## src/rtl/btn_edit_ctrl.sv

```systemverilog
// Three-digit BCD editor driven by five debounced push-buttons,
// with a req/ack handshake that hands the digits to a datapath.
module btn_edit_ctrl #(
  parameter int TICK_DIV = 50_000,
  parameter int DB_COUNT = 4
) (
  input  logic        clk,
  input  logic        rst_n,
  input  logic        btn_l,
  input  logic        btn_r,
  input  logic        btn_c,
  input  logic        btn_u,
  input  logic        btn_d,
  output logic [1:0]  cursor,
  output logic [11:0] digits,
  output logic        load_req,
  input  logic        load_ack,
  output logic        busy
);

  localparam int TW = $clog2(TICK_DIV);
  localparam int CW = (DB_COUNT > 1) ? $clog2(DB_COUNT) : 1;

  typedef enum logic [1:0] {
    IDLE,
    REQ,
    WAIT_DROP
  } state_t;

  logic [TW-1:0] tcnt_q;
  logic          tick;

  assign tick = (tcnt_q == TW'(TICK_DIV - 1));

  always_ff @(posedge clk or negedge rst_n) begin
    if (!rst_n) begin
      tcnt_q <= '0;
    end else if (tick) begin
      tcnt_q <= '0;
    end else begin
      tcnt_q <= tcnt_q + 1'b1;
    end
  end

  logic [4:0]    raw;
  logic [4:0]    sync1_q;
  logic [4:0]    sync2_q;
  logic [4:0]    stable_q;
  logic [4:0]    prev_q;
  logic [CW-1:0] dbc_q [5];

  assign raw = {btn_d, btn_u, btn_c, btn_r, btn_l};

  // Counts run only on ticks; any agreeing sample restarts the count.
  always_ff @(posedge clk or negedge rst_n) begin
    if (!rst_n) begin
      sync1_q  <= '0;
      sync2_q  <= '0;
      stable_q <= '0;
      prev_q   <= '0;
      for (int i = 0; i < 5; i++) begin
        dbc_q[i] <= '0;
      end
    end else begin
      sync1_q <= raw;
      sync2_q <= sync1_q;
      prev_q  <= stable_q;
      if (tick) begin
        for (int i = 0; i < 5; i++) begin
          if (sync2_q[i] != stable_q[i]) begin
            if (dbc_q[i] == CW'(DB_COUNT - 1)) begin
              stable_q[i] <= sync2_q[i];
              dbc_q[i]    <= '0;
            end else begin
              dbc_q[i] <= dbc_q[i] + 1'b1;
            end
          end else begin
            dbc_q[i] <= '0;
          end
        end
      end
    end
  end

  logic [4:0] ev;
  logic       do_c;
  logic       do_l;
  logic       do_r;
  logic       do_u;
  logic       do_d;
  logic       lr_mv;

  assign ev    = stable_q & ~prev_q;
  assign do_c  = ev[2];
  assign do_l  = ~do_c & ev[0] & ~ev[1];
  assign do_r  = ~do_c & ev[1] & ~ev[0];
  assign lr_mv = do_l | do_r;
  assign do_u  = ~do_c & ~lr_mv & ev[3] & ~ev[4];
  assign do_d  = ~do_c & ~lr_mv & ev[4] & ~ev[3];

  state_t      state_q;
  logic [1:0]  cursor_q;
  logic [11:0] digits_q;
  logic        load_req_q;
  logic        busy_q;
  logic [3:0]  cur_dig;
  logic [3:0]  dig_inc;
  logic [3:0]  dig_dec;
  logic [3:0]  didx;

  assign didx    = {cursor_q, 2'b00};
  assign cur_dig = digits_q[didx +: 4];
  assign dig_inc = (cur_dig == 4'd9) ? 4'd0 : cur_dig + 4'd1;
  assign dig_dec = (cur_dig == 4'd0) ? 4'd9 : cur_dig - 4'd1;

  // Edits are accepted only in IDLE; events while busy are dropped.
  always_ff @(posedge clk or negedge rst_n) begin
    if (!rst_n) begin
      state_q    <= IDLE;
      cursor_q   <= 2'd0;
      digits_q   <= 12'h000;
      load_req_q <= 1'b0;
      busy_q     <= 1'b0;
    end else begin
      unique case (state_q)
        IDLE: begin
          unique case (1'b1)
            do_c: begin
              state_q    <= REQ;
              load_req_q <= 1'b1;
              busy_q     <= 1'b1;
            end
            do_l: begin
              if (cursor_q != 2'd2) begin
                cursor_q <= cursor_q + 2'd1;
              end
            end
            do_r: begin
              if (cursor_q != 2'd0) begin
                cursor_q <= cursor_q - 2'd1;
              end
            end
            do_u: digits_q[didx +: 4] <= dig_inc;
            do_d: digits_q[didx +: 4] <= dig_dec;
            default: ;
          endcase
        end
        REQ: begin
          if (load_ack) begin
            state_q    <= WAIT_DROP;
            load_req_q <= 1'b0;
          end
        end
        WAIT_DROP: begin
          if (!load_ack) begin
            state_q <= IDLE;
            busy_q  <= 1'b0;
          end
        end
        default: begin
          state_q    <= IDLE;
          load_req_q <= 1'b0;
          busy_q     <= 1'b0;
        end
      endcase
    end
  end

  assign cursor   = cursor_q;
  assign digits   = digits_q;
  assign load_req = load_req_q;
  assign busy     = busy_q;

endmodule

```

## config.mk

```make
export PLATFORM = sky130hd
export DESIGN_NAME = btn_edit_ctrl
export DESIGN_NICKNAME = d
export VERILOG_FILES = /design/src/rtl/btn_edit_ctrl.sv
export SDC_FILE = /design/constraint.sdc
export NUM_CORES = 1
export LEC_CHECK = 0
export CAP_MARGIN = 30
export CORE_UTILIZATION = 44
export DETAILED_ROUTE_END_ITERATION = 7
export PLACE_DENSITY = 0.69
export SYNTH_ARGS = -nofsm -noshare
export SYNTH_HDL_FRONTEND = slang
export SYNTH_SLANG_ARGS = --single-unit
```

## constraint.sdc

```tcl
create_clock -name clk -period 6.55 [get_ports clk]
set_input_delay 0.9825 -clock clk [delete_from_list [all_inputs] [get_ports clk]]
set_output_delay 0.9825 -clock clk [all_outputs]
set_load 0.02 [all_outputs]
```

==> results_dict.tcl <==
set metrics [dict create \
    status "finished, final reports clean" \
    h-tree-depth 3 \
    synth-seq-cells 64 \
    diodes 0 \
    yosysUniqueCellTypes 49 \
    fin_crit_sh_pct 39.5 \
    cp.required_ns 6.75 \
    synth_top_area_cell "dfrtp_1" \
    timing.rr.end "digits[3]" \
    finalSetupTns_ns 0 \
    hold_buffers 0 \
    synth_flop_cell "dfrtp_1" \
    rr_worst_depth 6 \
    rows 29 \
    wire_per_inst_um 14.3 \
    fin_nets 329 \
    drcViolationCount 0 \
    synth_most_common_cell "dfrtp_1" \
    fin_cells 390 \
    whs_path_depth 0 \
    p_int_uw 577 \
    clkLatencyLatePin_ns 0.34 \
    hold_path_class "register to register" \
    ios 24 \
    synth_area_leaders "dfrtp_1 53%, ha_1 5.4%, nand2_1 4.0%, xor2_1 3.8%, xnor2_1 3.2%" \
    post_cts_resize_count 0 \
    multiInputGateArea_um2 1330 \
    regArea_um2 1600 \
    arrival_ns 2.79 \
    power.share.sequential_pct 53.8 \
    vdd_drop_max_uv 155 \
    place_ws_ns 4.07 \
    regToRegSetupSlack_ns 3.96 \
    coreArea_um2 6490 \
    switching_share_pct 22.3 \
    antenna_found_initial 0 \
    reg2reg_from "cursor[1]" \
    dieArea_um2 7230 \
    fmax_ghz 0.386 \
    clkPwrFrac_pct 44.3 \
    die_x_um 85.0 \
    ys.warnings.count 0 \
    grt_pass1_vias 2094 \
    grt_max_degree 65 \
    dp_hpwl_mm 3.76 \
    leakagePower_nw 1.66 \
    synthesis.instances 280 \
    synthTopCellsByCount "64 x dfrtp_1, 32 x nand2_1, 25 x nor2_1, 15 x inv_1" \
    via_per_inst 5.33 \
    grt.overflow.total 0 \
    criticalPathCategory "register to register" \
    synth_fp_nets 301 \
    yosys.area.top_type_share_pct 52.8 \
    grt_setup_unrepaired "no" \
    skew_ns 0.00659 \
    nFillCells 571 \
    crit_path_max_fanout 8 \
    setup_viol 0 \
    vias 2080 \
    start_kind "register" \
    cts.sinks 64 \
    hold_ws_ns 0.350 \
    cts_setup_buffers 0 \
    drive_gt1_share_pct 10.9 \
    ctsRootBufferMaster "clkbuf_8" \
    areaGrowthSynthToFinish_pct 15.8 \
    fin_total_pwr_uw 742 \
    wirelength_mm 5.58 \
    power.switching_uw 166 \
    initial_core_util_pct 46.7 \
    gp_congestion 0.851 \
    yosysSeqAreaShare_pct 52.8 \
    async_flop_share_pct 100 \
    hold_end "sync2_q[3]" \
    hold_viol 0 \
    io_buffers 23 \
    firstDrtPassIters 4 \
    dieHeight_um 85.0 \
    synth-edff-count 0 \
    endpoint_kind "register" \
    power_per_cell_area_nw_per_um2 211 \
    p_comb_share_pct 1.9 \
    relSlewSlack_pct 47.8 \
    max_cap_violations 0 \
    crit_start "cursor[1]" \
    grt_pass1_wl_mm 9.54 \
    min_period_ns 2.59 \
    slew_viol_final 0 \
    synth.cell_area_um2 3030 \
    clkTransAtPathRegs_ns 0.07 \
    cts_buffer_depth 2 \
    cts_buffers 9 \
    layout_setup_ws_ns 3.96 \
    drt-initial-drc-count 52 \
    postRouteAntennaNets 0 \
    gr-usage-all-layers_pct 17.2 \
    hp-start "sync1_q[3]" \
    cts_tree "yes" \
    placed_cells 374 \
    worstMarginPinSlew_ns 0.783 \
    syn_area_per_cell_um2 10.8 \
]
## critical path: stages (launching register included)
cell and delay (ns):
dfrtp_1 0.52, mux2_4 0.33, a22oi_1 0.55, ha_1 0.31
a21boi_0 0.10, a221oi_1 0.48, o32ai_1 0.16
## cell usage in the layout, fill, tap and decap left out, types with 6 or more instances in the layout
cell type,n
clkbuf_8,9
inv_1,15
clkdlybuf4s50_1,22
xor2_1,13
nor3_1,6
o2bb2ai_1,8
mux2_2,6
nor2_1,25
o21ai_0,7
nand2_1,32
ha_1,13
o32ai_1,6
xnor2_1,11
nand3_1,12
dfrtp_1,64
## worst max path at each step
stage                      to  cells past startpoint  slack, ns
finish              digits[3]                      6       3.96
global route        digits[3]                      6       3.86
detailed placement  digits[7]                      6       4.07
floorplan           digits[3]                      7       4.25
global placement    digits[3]                      6       4.15
CTS                 cursor[0]                      1       3.98
## registers in the layout, indices dropped and copies added (netlist names)
name / cells
stable_q: 5
state_q: 2
cursor: 2
load_req: 1
tcnt_q: 16
digits: 12
dbc_q: 10
busy: 1
sync1_q: 5
sync2_q: 5
prev_q: 5
## final cells by class
cell class / instances / share of cell area (%)
sequential: 64 / 45.6
multi-input combinational: 193 / 38.0
timing repair buffer: 24 / 6.63
clock buffer: 10 / 3.63
tap: 77 / 2.74
clock inverter: 6 / 1.71
inverter: 16 / 1.71
## metrics by stage
step	area (um^2)	utilization (%)
global placement	3320	51.2
CTS	3510	54.1
detailed placement	3320	51.2
floorplan	3030	-
finish	3510	54.1
global route	3510	54.1
## cells by family (layout without fill, tap and decap cells)
| family | count (synthesis) | count (layout) | synth area share, % |
|---|---|---|---|
| compound gates | 40 | 40 | 10.5 |
| xor+xnor | 24 | 24 | 6.93 |
| buf+inv | 23 | 56 | 3.18 |
| simple gates | 107 | 107 | 17.8 |
| fa+ha+maj | 13 | 13 | 5.37 |
| mux | 9 | 9 | 3.38 |
| flops | 64 | 64 | 52.8 |
## power groups by stage
stage               Sequential [mW]  Clock [mW]  Combinational, mW
floorplan                     0.407           0            0.00223
global placement              0.407           0             0.0147
detailed placement            0.407           0             0.0149
CTS                           0.400       0.334             0.0150
global route                  0.400       0.349             0.0166
finish                        0.400       0.329             0.0141
## metal layers
layer | global-route usage [%] | wire, um
met1 | 21.0 | 2730
met2 | 28.3 | 2510
met3 | 3.79 | 192
met4 | 9.55 | 153
met5 | 0 | 0
No activity file was read; power rests on OpenSTA's default activity.
